File: src/rtl/riscv_pkg.sv
// riscv_pkg: RV32I/M opcode, funct and ALU operation constants shared by the decode stage.
package riscv_pkg;
  localparam int ALU_OP_W = 5;
  localparam logic [31:0] INST_NOP = 32'h00000013;
  localparam logic [6:0] OP_LUI    = 7'b0110111;
  localparam logic [6:0] OP_AUIPC  = 7'b0010111;
  localparam logic [6:0] OP_JAL    = 7'b1101111;
  localparam logic [6:0] OP_JALR   = 7'b1100111;
  localparam logic [6:0] OP_BRANCH = 7'b1100011;
  localparam logic [6:0] OP_LOAD   = 7'b0000011;
  localparam logic [6:0] OP_STORE  = 7'b0100011;
  localparam logic [6:0] OP_IMM    = 7'b0010011;
  localparam logic [6:0] OP_REG    = 7'b0110011;
  localparam logic [6:0] OP_MISC   = 7'b0001111;
  localparam logic [6:0] F7_BASE   = 7'b0000000;
  localparam logic [6:0] F7_ALT    = 7'b0100000;
  localparam logic [6:0] F7_MULDIV = 7'b0000001;
  localparam logic [ALU_OP_W-1:0] ALU_ADD    = 5'd0;
  localparam logic [ALU_OP_W-1:0] ALU_SUB    = 5'd1;
  localparam logic [ALU_OP_W-1:0] ALU_SLL    = 5'd2;
  localparam logic [ALU_OP_W-1:0] ALU_SLT    = 5'd3;
  localparam logic [ALU_OP_W-1:0] ALU_SLTU   = 5'd4;
  localparam logic [ALU_OP_W-1:0] ALU_XOR    = 5'd5;
  localparam logic [ALU_OP_W-1:0] ALU_SRL    = 5'd6;
  localparam logic [ALU_OP_W-1:0] ALU_SRA    = 5'd7;
  localparam logic [ALU_OP_W-1:0] ALU_OR     = 5'd8;
  localparam logic [ALU_OP_W-1:0] ALU_AND    = 5'd9;
  localparam logic [ALU_OP_W-1:0] ALU_BEQ    = 5'd10;
  localparam logic [ALU_OP_W-1:0] ALU_BNE    = 5'd11;
  localparam logic [ALU_OP_W-1:0] ALU_BLT    = 5'd12;
  localparam logic [ALU_OP_W-1:0] ALU_BGE    = 5'd13;
  localparam logic [ALU_OP_W-1:0] ALU_BLTU   = 5'd14;
  localparam logic [ALU_OP_W-1:0] ALU_BGEU   = 5'd15;
  // MUL..REMU follow funct3 order so decode can offset from ALU_MUL
  localparam logic [ALU_OP_W-1:0] ALU_MUL    = 5'd16;
  localparam logic [ALU_OP_W-1:0] ALU_MULH   = 5'd17;
  localparam logic [ALU_OP_W-1:0] ALU_MULHSU = 5'd18;
  localparam logic [ALU_OP_W-1:0] ALU_MULHU  = 5'd19;
  localparam logic [ALU_OP_W-1:0] ALU_DIV    = 5'd20;
  localparam logic [ALU_OP_W-1:0] ALU_DIVU   = 5'd21;
  localparam logic [ALU_OP_W-1:0] ALU_REM    = 5'd22;
  localparam logic [ALU_OP_W-1:0] ALU_REMU   = 5'd23;
  localparam logic [ALU_OP_W-1:0] ALU_LUI    = 5'd24;
  localparam logic [ALU_OP_W-1:0] ALU_LINK   = 5'd25;

  function automatic logic [ALU_OP_W-1:0] alu_base(input logic [2:0] f3, input logic alt);
    case (f3)
      3'd0:    return alt ? ALU_SUB : ALU_ADD;
      3'd1:    return ALU_SLL;
      3'd2:    return ALU_SLT;
      3'd3:    return ALU_SLTU;
      3'd4:    return ALU_XOR;
      3'd5:    return alt ? ALU_SRA : ALU_SRL;
      3'd6:    return ALU_OR;
      default: return ALU_AND;
    endcase
  endfunction

  function automatic logic [ALU_OP_W-1:0] alu_branch(input logic [2:0] f3);
    return f3[2] ? (f3[1] ? (f3[0] ? ALU_BGEU : ALU_BLTU) : (f3[0] ? ALU_BGE : ALU_BLT))
                 : (f3[0] ? ALU_BNE : ALU_BEQ);
  endfunction
endpackage

File: src/rtl/id_stage_if.sv
// id_stage_if: IF->ID instruction handshake and ID->EX decoded-bundle handshake.
interface id_stage_if import riscv_pkg::*; #(parameter int XLEN = 32);
  logic                in_valid;
  logic                in_ready;
  logic [31:0]         in_inst;
  logic [XLEN-1:0]     in_pc;
  logic                out_valid;
  logic                out_ready;
  logic [XLEN-1:0]     out_pc;
  logic [31:0]         out_inst;
  logic [ALU_OP_W-1:0] out_alu_op;
  logic [XLEN-1:0]     out_op1;
  logic [XLEN-1:0]     out_op2;
  logic [XLEN-1:0]     out_imm;
  logic [4:0]          out_rd;
  logic                out_rd_we;
  logic                out_mem_rd;
  logic                out_mem_wr;
  logic                out_illegal;
  modport master (
    input  in_valid, in_inst, in_pc, out_ready,
    output in_ready, out_valid, out_pc, out_inst, out_alu_op, out_op1, out_op2, out_imm,
           out_rd, out_rd_we, out_mem_rd, out_mem_wr, out_illegal
  );
  modport slave (
    output in_valid, in_inst, in_pc, out_ready,
    input  in_ready, out_valid, out_pc, out_inst, out_alu_op, out_op1, out_op2, out_imm,
           out_rd, out_rd_we, out_mem_rd, out_mem_wr, out_illegal
  );
endinterface

File: src/rtl/imm_gen.sv
// imm_gen: sign-extended immediate selected by the instruction format implied by the opcode.
module imm_gen import riscv_pkg::*; #(parameter int XLEN = 32) (
  input  logic [31:0]     inst,
  output logic [XLEN-1:0] imm
);
  logic [6:0] opc;
  logic [31:0] i_imm, s_imm, b_imm, u_imm, j_imm, imm32;
  assign opc   = inst[6:0];
  assign i_imm = {{20{inst[31]}}, inst[31:20]};
  assign s_imm = {{20{inst[31]}}, inst[31:25], inst[11:7]};
  assign b_imm = {{19{inst[31]}}, inst[31], inst[7], inst[30:25], inst[11:8], 1'b0};
  assign u_imm = {inst[31:12], 12'b0};
  assign j_imm = {{11{inst[31]}}, inst[31], inst[19:12], inst[20], inst[30:21], 1'b0};
  always_comb
    imm32 = (opc == OP_LUI || opc == OP_AUIPC) ? u_imm :
            opc == OP_JAL    ? j_imm :
            opc == OP_BRANCH ? b_imm :
            opc == OP_STORE  ? s_imm :
            (opc == OP_IMM || opc == OP_LOAD || opc == OP_JALR) ? i_imm : '0;
  assign imm = XLEN'(imm32);
endmodule

File: src/rtl/id_stage.sv
// id_stage: pipelined RV32I/M decode with load-use interlock, flush and a valid/ready output register.
module id_stage import riscv_pkg::*; #(
  parameter int          XLEN     = 32,
  parameter bit          EN_M     = 1'b0,
  parameter logic [31:0] NOP_INST = INST_NOP
) (
  input  logic            clk,
  input  logic            rst,
  id_stage_if.master      bus,
  output logic [4:0]      rs1_addr,
  output logic [4:0]      rs2_addr,
  input  logic [XLEN-1:0] rs1_data,
  input  logic [XLEN-1:0] rs2_data,
  input  logic            ld_valid,
  input  logic [4:0]      ld_rd,
  input  logic            flush
);
  typedef struct packed {
    logic                v;
    logic [XLEN-1:0]     pc;
    logic [31:0]         inst;
    logic [ALU_OP_W-1:0] op;
    logic [XLEN-1:0]     op1;
    logic [XLEN-1:0]     op2;
    logic [XLEN-1:0]     imm;
    logic [4:0]          rd;
    logic                we;
    logic                mrd;
    logic                mwr;
    logic                ill;
  } bundle_t;
  logic [31:0] inst;
  logic [6:0] opc, f7;
  logic [2:0] f3;
  logic [XLEN-1:0] imm;
  logic [ALU_OP_W-1:0] d_op;
  logic ill, wr, mrd, mwr, pc_op1, rs_op2, use1, use2, hazard, acc;
  bundle_t q, d, empty;

  assign inst     = bus.in_inst;
  assign opc      = inst[6:0];
  assign f3       = inst[14:12];
  assign f7       = inst[31:25];
  assign rs1_addr = inst[19:15];
  assign rs2_addr = inst[24:20];

  imm_gen #(.XLEN(XLEN)) u_imm (.inst(inst), .imm(imm));

  always_comb begin
    d_op = ALU_ADD;
    ill = 1'b0;
    wr = 1'b0;
    mrd = 1'b0;
    mwr = 1'b0;
    pc_op1 = 1'b0;
    rs_op2 = 1'b0;
    use1 = 1'b1;
    use2 = 1'b0;
    case (opc)
      OP_LUI:   begin d_op = ALU_LUI; wr = 1'b1; use1 = 1'b0; end
      OP_AUIPC: begin wr = 1'b1; pc_op1 = 1'b1; use1 = 1'b0; end
      OP_JAL:   begin d_op = ALU_LINK; wr = 1'b1; pc_op1 = 1'b1; use1 = 1'b0; end
      OP_JALR:  begin d_op = ALU_LINK; wr = 1'b1; pc_op1 = 1'b1; ill = f3 != 3'd0; end
      OP_BRANCH: begin
        d_op = alu_branch(f3);
        rs_op2 = 1'b1;
        use2 = 1'b1;
        ill = f3[2:1] == 2'b01;
      end
      OP_LOAD:  begin mrd = 1'b1; wr = 1'b1; ill = f3 == 3'd3 || f3 >= 3'd6; end
      OP_STORE: begin mwr = 1'b1; use2 = 1'b1; ill = f3 > 3'd2; end
      OP_IMM: begin
        d_op = alu_base(f3, f3 == 3'd5 && f7[5]);
        wr = 1'b1;
        ill = (f3 == 3'd1 && f7 != F7_BASE) || (f3 == 3'd5 && f7 != F7_BASE && f7 != F7_ALT);
      end
      OP_REG: begin
        wr = 1'b1;
        rs_op2 = 1'b1;
        use2 = 1'b1;
        d_op = f7 == F7_MULDIV ? ALU_MUL + ALU_OP_W'(f3) : alu_base(f3, f7[5]);
        ill = f7 == F7_MULDIV ? !EN_M
                              : !(f7 == F7_BASE || (f7 == F7_ALT && (f3 == 3'd0 || f3 == 3'd5)));
      end
      OP_MISC: ;
      default: ill = 1'b1;
    endcase
  end

  // rs1/rs2 fields are compared even when the format does not carry them; use1/use2 mask those
  assign hazard = ld_valid && ld_rd != 5'd0 &&
                  ((use1 && rs1_addr == ld_rd) || (use2 && rs2_addr == ld_rd));
  assign bus.in_ready = !rst && !flush && !hazard && (!q.v || bus.out_ready);
  assign acc = bus.in_valid && bus.in_ready;

  always_comb begin
    empty = '0;
    empty.inst = NOP_INST;
    d.v = 1'b1;
    d.pc = bus.in_pc;
    d.inst = inst;
    d.op = ill ? ALU_ADD : d_op;
    d.op1 = pc_op1 ? bus.in_pc : rs1_data;
    d.op2 = rs_op2 ? rs2_data : imm;
    d.imm = imm;
    d.rd = inst[11:7];
    d.we = wr && !ill && inst[11:7] != 5'd0;
    d.mrd = mrd && !ill;
    d.mwr = mwr && !ill;
    d.ill = ill;
  end

  always_ff @(posedge clk)
    if (rst || flush) q <= empty;
    else if (acc) q <= d;
    else if (bus.out_ready) q <= empty;

  assign bus.out_valid   = q.v;
  assign bus.out_pc      = q.pc;
  assign bus.out_inst    = q.inst;
  assign bus.out_alu_op  = q.op;
  assign bus.out_op1     = q.op1;
  assign bus.out_op2     = q.op2;
  assign bus.out_imm     = q.imm;
  assign bus.out_rd      = q.rd;
  assign bus.out_rd_we   = q.we;
  assign bus.out_mem_rd  = q.mrd;
  assign bus.out_mem_wr  = q.mwr;
  assign bus.out_illegal = q.ill;

  a_xlen: assert property (@(posedge clk) XLEN == 32);
endmodule

File: src/flat_wrapper.sv
// flat-port wrapper written by rule: the top's interface ports become plain ports
module id_stage_flat import riscv_pkg::*;
#(
  parameter int          XLEN     = 32,
  parameter bit          EN_M     = 1'b0,
  parameter logic [31:0] NOP_INST = INST_NOP
)
  (clk, rst, rs1_addr, rs2_addr, rs1_data, rs2_data, ld_valid, ld_rd, flush, bus_in_valid, bus_in_inst, bus_in_pc, bus_out_ready, bus_in_ready, bus_out_valid, bus_out_pc, bus_out_inst, bus_out_alu_op, bus_out_op1, bus_out_op2, bus_out_imm, bus_out_rd, bus_out_rd_we, bus_out_mem_rd, bus_out_mem_wr, bus_out_illegal);
  id_stage_if #(.XLEN(XLEN)) bus_i ();
  input  logic clk;
  input  logic rst;
  output logic [4:0] rs1_addr;
  output logic [4:0] rs2_addr;
  input  logic [XLEN-1:0] rs1_data;
  input  logic [XLEN-1:0] rs2_data;
  input  logic ld_valid;
  input  logic [4:0] ld_rd;
  input  logic flush;
  input wire logic [$bits(bus_i.in_valid)-1:0] bus_in_valid;
  input wire logic [$bits(bus_i.in_inst)-1:0] bus_in_inst;
  input wire logic [$bits(bus_i.in_pc)-1:0] bus_in_pc;
  input wire logic [$bits(bus_i.out_ready)-1:0] bus_out_ready;
  output wire logic [$bits(bus_i.in_ready)-1:0] bus_in_ready;
  output wire logic [$bits(bus_i.out_valid)-1:0] bus_out_valid;
  output wire logic [$bits(bus_i.out_pc)-1:0] bus_out_pc;
  output wire logic [$bits(bus_i.out_inst)-1:0] bus_out_inst;
  output wire logic [$bits(bus_i.out_alu_op)-1:0] bus_out_alu_op;
  output wire logic [$bits(bus_i.out_op1)-1:0] bus_out_op1;
  output wire logic [$bits(bus_i.out_op2)-1:0] bus_out_op2;
  output wire logic [$bits(bus_i.out_imm)-1:0] bus_out_imm;
  output wire logic [$bits(bus_i.out_rd)-1:0] bus_out_rd;
  output wire logic [$bits(bus_i.out_rd_we)-1:0] bus_out_rd_we;
  output wire logic [$bits(bus_i.out_mem_rd)-1:0] bus_out_mem_rd;
  output wire logic [$bits(bus_i.out_mem_wr)-1:0] bus_out_mem_wr;
  output wire logic [$bits(bus_i.out_illegal)-1:0] bus_out_illegal;
  assign bus_i.in_valid = bus_in_valid;
  assign bus_i.in_inst = bus_in_inst;
  assign bus_i.in_pc = bus_in_pc;
  assign bus_i.out_ready = bus_out_ready;
  assign bus_in_ready = bus_i.in_ready;
  assign bus_out_valid = bus_i.out_valid;
  assign bus_out_pc = bus_i.out_pc;
  assign bus_out_inst = bus_i.out_inst;
  assign bus_out_alu_op = bus_i.out_alu_op;
  assign bus_out_op1 = bus_i.out_op1;
  assign bus_out_op2 = bus_i.out_op2;
  assign bus_out_imm = bus_i.out_imm;
  assign bus_out_rd = bus_i.out_rd;
  assign bus_out_rd_we = bus_i.out_rd_we;
  assign bus_out_mem_rd = bus_i.out_mem_rd;
  assign bus_out_mem_wr = bus_i.out_mem_wr;
  assign bus_out_illegal = bus_i.out_illegal;
  id_stage #(.XLEN(XLEN), .EN_M(EN_M), .NOP_INST(NOP_INST)) u_core (.clk(clk), .rst(rst), .bus(bus_i), .rs1_addr(rs1_addr), .rs2_addr(rs2_addr), .rs1_data(rs1_data), .rs2_data(rs2_data), .ld_valid(ld_valid), .ld_rd(ld_rd), .flush(flush));
endmodule
File: config.mk
export PLATFORM = sky130hd
export DESIGN_NAME = id_stage_flat
export DESIGN_NICKNAME = d
export VERILOG_FILES = /design/src/rtl/riscv_pkg.sv /design/src/rtl/id_stage_if.sv /design/src/rtl/imm_gen.sv /design/src/rtl/id_stage.sv /design/src/flat_wrapper.sv
export SDC_FILE = /design/constraint.sdc
export NUM_CORES = 1
export LEC_CHECK = 0
export ABC_CLOCK_PERIOD_IN_PS = 2500
export BUFFER_PORTS_ARGS = -buffer_cell sky130_fd_sc_hd__buf_2
export CAP_MARGIN = 20
export CORE_MARGIN = 2
export CORE_UTILIZATION = 50
export CTS_CLUSTER_DIAMETER = 120
export CTS_CLUSTER_SIZE = 16
export DETAILED_ROUTE_END_ITERATION = 12
export PLACE_DENSITY_LB_ADDON = 0.05
export SLEW_MARGIN = 20
export SYNTH_ARGS = -nofsm -noshare
export SYNTH_HDL_FRONTEND = slang
export SYNTH_SLANG_ARGS = --single-unit
File: constraint.sdc
create_clock -name clk -period 2.5 [get_ports clk]
set_input_delay 0 -clock clk [delete_from_list [all_inputs] [get_ports clk]]
set_output_delay 0 -clock clk [all_outputs]
set_load 0.05 [all_outputs]
* Word-level counts from Yosys, hierarchy flattened
Index checks and enable logic that the tools add are counted.
Widths: inputs -> output; s select.
** Cells by class
- Bitwise operators :: 0
- Shift-type cells :: 0
- Multiplexer cells :: 32
- Order comparisons :: 2
- Equal/unequal tests :: 22
- Add/subtract/negate cells :: 1
- Multiply operators :: 0
- Divide/modulo/power cells :: 0
- Reduce and logical (&&, ||, !) cells :: 47
** Operator list (number)
- $mux 175 :: 2
- $mux 32 :: 7
- $pmux 5 s7 :: 2
- $eq 7x6->1 const B :: 4
- $pmux 5 s5 :: 1
- $eq 7x7->1 const B :: 3
- $mux 5 :: 4
- $logic_and 1x1->1 :: 17
- $mux 1 :: 15
- $eq 7x5->1 const B :: 2
- $eq 5x5->1 :: 2
- $logic_or 1x1->1 :: 10
- $reduce_bool 5->1 :: 2
- $eq 3x3->1 const B :: 3
- $reduce_or 3->1 :: 3
- $eq 7x1->1 const B :: 1
- $eq 7x2->1 const B :: 1
- $eq 7x4->1 const B :: 1
- $logic_not 7->1 :: 1
- $ne 7x6->1 const B :: 1
- $pmux 1 s7 :: 1
- $reduce_bool 7->1 :: 1
- $reduce_or 7->1 :: 1
- $eq 3x2->1 const B :: 2
- 11 further kinds :: 17
** Storage, ports and cells
- Memories kept :: 0
- Bits in registers :: 175
- Logic and storage cells :: 116
- ROM bits :: 0
- Memory bits (writable) :: 0
- Bits of input ports :: 139
- Output and inout port bits :: 186
- Bits in latches :: 0

* Depth between registers and ports, before layout
Gate-level depths: netlist (run 1).
- Depth after elaboration :: 11
- Gate-level depth with buffers :: 10
- Depth with buffers taken out :: 6

* Cells and area by module
Synthesis (run 1) repeated with hierarchy kept, for this count alone.
** Unflattened totals
- Cells, all modules :: 1022
- Area, all modules :: 8622.0 um2
** Modules (own cells, without submodules)
- id_stage :: instances 1, sequential area each 3403.3 um2, area each 8041.5 um2, cells an instance 946
- imm_gen :: instances 1, sequential area each 0.0 um2, area each 580.6 um2, cells an instance 76

* Least setup slack after synthesis (run 1)
OpenSTA, ideal clock, no wires.
- Path type :: flip-flop to flip-flop
- From :: register u_core.q, in the netlist u_core.bus.out_valid
- To :: register u_core.q, in the netlist u_core.bus.out_op1[17]
- Arrival time :: 1986 ps
- Required time :: 2430 ps
- Buffers on the path :: 3
- Path slack :: 444 ps
- Cell stages (with the launch flop) :: 8
- Period minus slack after synthesis :: 2056 ps
- Setup time :: 70 ps
- Cells stage by stage :: dfxtp_1 > nand2_1 > nand2_1 > clkbuf_1 > clkbuf_1 > buf_1 > o211ai_1 > a21oi_1
** On the way
- Longest elaborated chain between the ends :: 5
- Elaborated cells between the ends (all ways) :: 6
- Classes of those cells :: mux: 1; reduce/logical: 5
** RTL lines
- start, declared :: RTL line id_stage.sv:38 : bundle_t q, d, empty;
- start signal, assigned :: RTL line id_stage.sv:114 : if (rst || flush) q <= empty;
- start signal, assigned :: RTL line id_stage.sv:116 : else if (bus.out_ready) q <= empty;
- $logic_not 1->1 * :: RTL line id_stage.sv:93 : assign bus.in_ready = !rst && !flush && !hazard && (!q.v || bus.out_ready);
- $logic_or 1x1->1 * :: RTL line id_stage.sv:93
- $logic_and 1x1->1 * :: RTL line id_stage.sv:93
- $logic_and 1x1->1 * :: RTL line id_stage.sv:94 : assign acc = bus.in_valid && bus.in_ready;
- $mux 175 / $reduce_bool 2->1 (equally long branches)
Mark *: on every way between the ends. The rest lies on a longest branch, timed or not.
A chain may end at the register's enable or synchronous reset.

* Final worst setup path (run 1)
- From :: input port bus_in_inst[2]
- To :: register u_core.q, in the netlist u_core.bus.out_inst[0]
** On the way
- Longest elaborated chain between the ends :: 11
- Elaborated cells between the ends (all ways) :: 20
- Classes of those cells :: eq/ne: 6; mux: 3; reduce/logical: 11
** RTL lines
- start, declared :: RTL line flat_wrapper.sv:20 : input wire logic [$bits(bus_i.in_inst)-1:0] bus_in_inst;
- $eq 7x6->1 (tied with other cells) :: RTL line id_stage.sv:59 : case (opc)
- $reduce_or 3->1 (no line)
- $mux 1 :: RTL line id_stage.sv:59
- $logic_and 1x1->1 :: RTL line id_stage.sv:92 : ((use1 && rs1_addr == ld_rd) || (use2 && rs2_addr == ld_rd));
- $logic_or 1x1->1 * :: RTL line id_stage.sv:92
- $logic_and 1x1->1 * :: RTL line id_stage.sv:91 : assign hazard = ld_valid && ld_rd != 5'd0 &&
- $logic_not 1->1 * :: RTL line id_stage.sv:93
- $logic_and 1x1->1 * (2 in a row) :: RTL line id_stage.sv:93
- $logic_and 1x1->1 * :: RTL line id_stage.sv:94
- $mux 175 / $reduce_bool 2->1 (equally long branches)
Marks and branches as above.

==> results.toml, run 1 <==
[yosys]
syn_area_mm2 = 0.00884
avgSynthCellArea_um2 = 8.52
seq_area_frac_synth_pct = 38.5
synth_compound_area_share_pct = 32.1
yosysTopAreaCellShare_pct = 38.5
ys_top_cells_by_area = "dfxtp_1 (39%), o211ai_1 (13%), a21oi_1 (9.6%)"
synth-edff-count = 0
synth_top_family_by_area = "compound AO/OA/AOI/OAI gates"
yosysWarnings = 0
synth_xor_area_share_pct = 1.09
ys_ff_latch = 170
muxShareOfSynthArea_pct = 4.76
synth_ff_type = "dfxtp_1"
yosysTopAreaCell = "dfxtp_1"
netlist_instances = 1037
synth_fa_ha_area_share_pct = 0
ys_top_cells_by_count = "dfxtp_1 (170), a21oi_1 (169), o211ai_1 (154)"
synthArstFlopShare_pct = 0
netlist-cell-type-count = 61
synth-simple-area-share_pct = 14.9
synth_fp_nets = 1176
yosysMostFrequentCell = "dfxtp_1"

[sta]
finalHoldViolations = 0
setup_ws_ps = 104
slew_viol_final = 0
period_needed_ps = 2400
finalCritPeriodShare_pct = 95.9
finClkSkew_ps = 11.0
max_slew_margin_pct = 27.0
setup-violations-final = 0
setup_tns_ps = 0
max_freq_mhz = 417
worst_slew_pin_slew_ps = 1090

[placement]
hpwl_um = 21500
placed_area_mm2 = 0.0105
gp_congestion = 0.936
io_buffers = 324
dp.cells = 1487
pre_cts_slack_ps = 195

[detailed_routing]
ant_nets = 0
dr.pass1.iters = 5
num_vias = 9995
routedWlPerCell_um = 20.9
avgViaCountPerCell = 6.16
drt_iter0_drc = 925
drc = 0
drt-total-wl_um = 33900

[layout]
nFillCells = 1435
layout-drive-gt1-share_pct = 30.6
nets = 1523
post-route-util_pct = 70.3
area_growth_pct = 37.6
fin_area_mm2 = 0.0122
final_cells = 1623

[setup_path]
reg2reg_depth = 5
crit_start = "bus_in_inst[2]"
crit_path_start_kind = "input port"
cp.buffers_inverters = 4
regToRegStartpoint = "u_core.bus.out_valid"
cp_max_fo = 16
cpPeakStageDelay_ps = 570
worstPathRequired_ps = 2880
cp-end-kind = "flop"
path_delay_family = "buffers and inverters"
criticalPathCategory = "input port to flop"
cp.arrival_ps = 2780
reg2reg_to = "u_core.bus.out_inst[0]"
path_cells = "dlygate4sd3_1 > buf_2 > nor2_1 > nand2_1 > or4_4 > o311ai_4 > buf_6 > nor3_1 > o21ai_1 > dlygate4sd3_1"
r2r_slack_ps = 560
path_common_cell = "dlygate4sd3_1"
critPathSlowestCell = "or4_4"

[power_and_ir_drop]
p_switching_mw = 1.96
power.internal_mw = 4.53
sw_frac_of_total_pct = 30.2
clock_power_share_pct = 41.7
cellLeakagePower_nw = 5.15
irDropWorstVdd_uv = 484
p_per_area_mw_per_mm2 = 534
combPwrFrac_pct = 16.1
pwr-share-seq_pct = 42.2

[die]
die_h_um = 137
initial_utilization_pct = 51.1
die_w_um = 137
core_mm2 = 0.0173
io_pins = 325
core.rowCount = 48
fp.dieArea_mm2 = 0.0188

[clocking]
cts_inserted_buffers = 17
h-tree-depth = 4
cts_sinks = 170
clk_latency_ps = 440
root_buffer = "clkbuf_16"
cts_tree = "built"
clk_pin_slew_ps = 70
clockBufferDepth = 2

[worst_hold_path]
hp-class = "input port to flop"
holdPathEnd = "u_core.bus.out_op1[8]"
hold_depth = 4
hold_start = "rs1_data[8]"

[grt]
grt_pass1_wl_um = 50400
antenna_found_initial = 1
track_usage_pct = 34.6
first_global_vias = 9181
grt_max_degree = 101
gr-total-overflow = 0

[job]
max_cap_viol_count = 0

[run_status]
status = "finished clean"
flip-flops by register name, summed over array words and instances (netlist names), 4 cells and up:
register               flops
u_core.bus.out_imm        32
u_core.bus.out_inst       28
u_core.bus.out_op2        32
u_core.bus.out_op1        32
u_core.bus.out_pc         32
u_core.bus.out_alu_op      5
u_core.bus.out_rd          4
cells by family (layout without fill, tap and decap cells):
| group | count (synthesis) | count (layout) |
|---|---|---|
| and+or+nand+nor | 237 | 237 |
| muxes | 42 | 42 |
| xor gates and xnor gates | 11 | 11 |
| other | 0 | 1 |
| DFF | 170 | 170 |
| buffers and inverters | 150 | 510 |
| AOI/OAI and AO/OA | 427 | 427 |
stage by stage:
stage	power [mW]	hold WS, ps
after floorplan	3.36	145
after global placement	3.70	267
after detailed placement	3.69	273
after CTS	6.48	0.786
after global routing	6.69	8.21
final	6.50	6.59
power groups by stage:
stage	registers (mW)	clock network, mW	logic [mW]
after detailed placement	2.80	0	0.890
after global routing	2.74	2.84	1.11
after CTS	2.74	2.73	1.01
after global placement	2.80	0	0.894
after floorplan	2.88	0	0.477
final	2.74	2.71	1.05
repair_timing:
action                                  CTS  global route
hold buffers                             99             0
endpoints found under the setup margin    0            22
buffers inserted                          0             4
resized for setup                         0             4
endpoints found under the hold margin   101             0
metal layers:
metal	vias up	wire [µm]	track usage [%]
li1	4651	-	-
met1	4738	14200	46.7
met2	529	15500	52.7
met3	77	3130	8.33
met4	0	1080	14.8
met5	-	0	0
layout make-up:
class                   count  area, µm²  share of cell area [%]
diodes                      1       2.50                  0.0206
clock buffers              17        425                    3.50
multi-input cells         717       4730                    38.9
inverters                   5       21.3                   0.175
flip-flops and latches    170       3400                    28.0
well taps                 225        282                    2.32
repair buffers            473       3120                    25.7
clock inverters            15        174                    1.43
worst max path at each step:
stage                                        end  cells after the start
final                     u_core.bus.out_inst[0]                     10
after global routing      u_core.bus.out_op2[11]                     11
after CTS                 u_core.bus.out_inst[0]                      9
after detailed placement    u_core.bus.out_pc[7]                      9
after global placement      u_core.bus.out_pc[9]                      9
after floorplan           u_core.bus.out_op1[17]                      7
layout by cell type (no fill, tap or decap), types with 5 or more instances in the layout:
master         netlist  final
buf_2               20    324
dfxtp_1            170    170
a21oi_1            169    168
o211ai_1           154    154
dlygate4sd3_1        0     99
nand3_1             80     80
or3_1               55     55
mux2i_1             42     42
buf_4               26     39
nand2_1             24     23
clkbuf_16            0     17
nor2_1              15     14
o21ai_0             13     13
a211o_1             13     13
nand4_1             12     12
o2111ai_1           12     12
nor3_1              11     11
a21o_1               9      9
o2bb2ai_1            9      9
buf_12               0      9
xnor2_1              8      8
and2_1               7      7
nor2b_1              7      7
a22oi_1              7      7
a31oi_1              6      6
inv_6                0      5
tightest hold or removal path: stages:
cell,delay (ps)
buf_2,100
mux2i_1,130
or3_1,120
a21oi_1,50
Power figures use the tool's default switching activity.
==> run 2, diff against run 1 <==
Settings changed: CORE_UTILIZATION 50 to 30.
==> results.toml, run 2 (synthesized netlist as in run 1, its figures left out) <==
[setup_path]
crit_path_start_kind = "input port"
criticalPathCategory = "input port to flop"
worstPathRequired_ps = 2870
path_cells = "dlygate4sd3_1 > clkbuf_4 > xnor2_1 > nand4_1 > or4_4 > o311ai_4 > buf_4 > buf_12 > nor3_1 > o21ai_1 > dlygate4sd3_1"
cp-end-kind = "flop"
cp.arrival_ps = 2780
cpPeakStageDelay_ps = 560
critPathSlowestCell = "dlygate4sd3_1"
path_common_cell = "dlygate4sd3_1"
cp_max_fo = 19

[die]
die_h_um = 176
initial_utilization_pct = 30.6
fp.dieArea_mm2 = 0.0308
die_w_um = 176
core.rowCount = 62
core_mm2 = 0.0289
io_pins = 325

[layout]
layout_common_cells = "buf_2 (321), dfxtp_1 (170), a21oi_1 (168)"
nets = 1522
area_growth_pct = 39.7
final_common_cell = "buf_2"
fin_area_mm2 = 0.0123
layout-drive-gt1-share_pct = 30.8
final_cells = 1780

[grt]
first_global_vias = 9274
grt_pass1_wl_um = 57700
grt_max_degree = 154
gr-total-overflow = 0
antenna_found_initial = 0
track_usage_pct = 24.2

[detailed_routing]
drt_iter0_drc = 832
dr.pass1.iters = 5
drc = 0
avgViaCountPerCell = 5.47
ant_nets = 0
num_vias = 9742
drt-total-wl_um = 39200
routedWlPerCell_um = 22.0

[sta]
finClkSkew_ps = 14.0
finalHoldViolations = 0
max_slew_margin_pct = 25.5
period_needed_ps = 2410
slew_viol_final = 0
finalCritPeriodShare_pct = 96.5
worst_slew_pin_slew_ps = 1110
setup_ws_ps = 87.2
max_freq_mhz = 414
setup-violations-final = 0

[clocking]
cts_inserted_buffers = 17
h-tree-depth = 4
clockBufferDepth = 2
clk_pin_slew_ps = 70
root_buffer = "clkbuf_16"
clk_latency_ps = 440
cts_sinks = 170
cts_tree = "built"

[power_and_ir_drop]
irDropWorstVdd_uv = 334
p_per_area_mw_per_mm2 = 523
cellLeakagePower_nw = 5.13

[placement]
io_buffers = 324
gp_congestion = 0.921
dp.cells = 1649
hpwl_um = 25900
pre_cts_slack_ps = 120
placed_area_mm2 = 0.0108

[job]
max_cap_viol_count = 0

[run_status]
status = "finished clean"

[worst_hold_path]
hp-class = "input port to flop"
[run 2: layout make-up]
| type | instances | area [µm²] |
|---|---|---|
| clock buffer | 19 | 433 |
| fill | 2993 | 16500 |
| inverter | 5 | 21.3 |
| tap | 384 | 480 |
| timing repair buffer | 471 | 3150 |
| antenna | 1 | 2.50 |
| sequential | 170 | 3400 |
| clock inverter | 12 | 116 |
| multi-input combinational | 718 | 4740 |
[run 2: worst max-delay path, delay by kind of cell]
kind | cells | cell delay (ps)
AND/OR/NAND/NOR | 3 | 650
XOR/XNOR | 1 | 160
buffers and inverters | 5 | 1720
AO/OA/AOI/OAI | 2 | 250
[run 2: per-layer routing]
metal / global-route usage [%] / vias to the layer above / wire length [µm]
met4: 4.68 / 0 / 435
met5: 0 / - / 0
met3: 5.84 / 23 / 2750
met1: 34.8 / 4705 / 18600
met2: 36.9 / 381 / 17400
li1: - / 4633 / -
[run 2: worst paths after layout]
check / cells past startpoint / startpoint / endpoint / slack (ps)
setup / recovery: 11 / bus_in_inst[22] / u_core.bus.out_inst[0] / 90
hold reg to reg: 1 / u_core.bus.out_op2[13] / u_core.bus.out_op2[13] / 470
hold / removal: 3 / bus_in_inst[14] / u_core.bus.out_inst[14] / 20
setup reg to reg: 5 / u_core.bus.out_valid / u_core.bus.out_inst[0] / 660
[run 2: metrics by stage]
stage | TNS, ps | hold slack [ps] | power (mW) | util [%]
4_1_cts | 0 | 0.657 | 6.50 | 42.5
2_1_floorplan | 0 | 145 | 3.36 | -
6_report | 0 | 19.4 | 6.45 | 42.8
5_1_grt | -1.23 | 6.10 | 6.70 | 42.8
3_5_place_dp | 0 | 272 | 3.75 | 37.4
3_3_place_gp | 0 | 271 | 3.76 | 37.4
[run 2: power by group]
group	internal, mW	switching, mW
clock	1.38	1.24
sequential	2.73	0.0127
combinational	0.379	0.701
total	4.49	1.96
[run 2: timing repair]
action,4_1_cts,5_1_grt
resized for setup,0,3
endpoints found under the hold margin,92,0
setup buffers,0,3
hold buffers,94,0
setup endpoints to repair,0,2
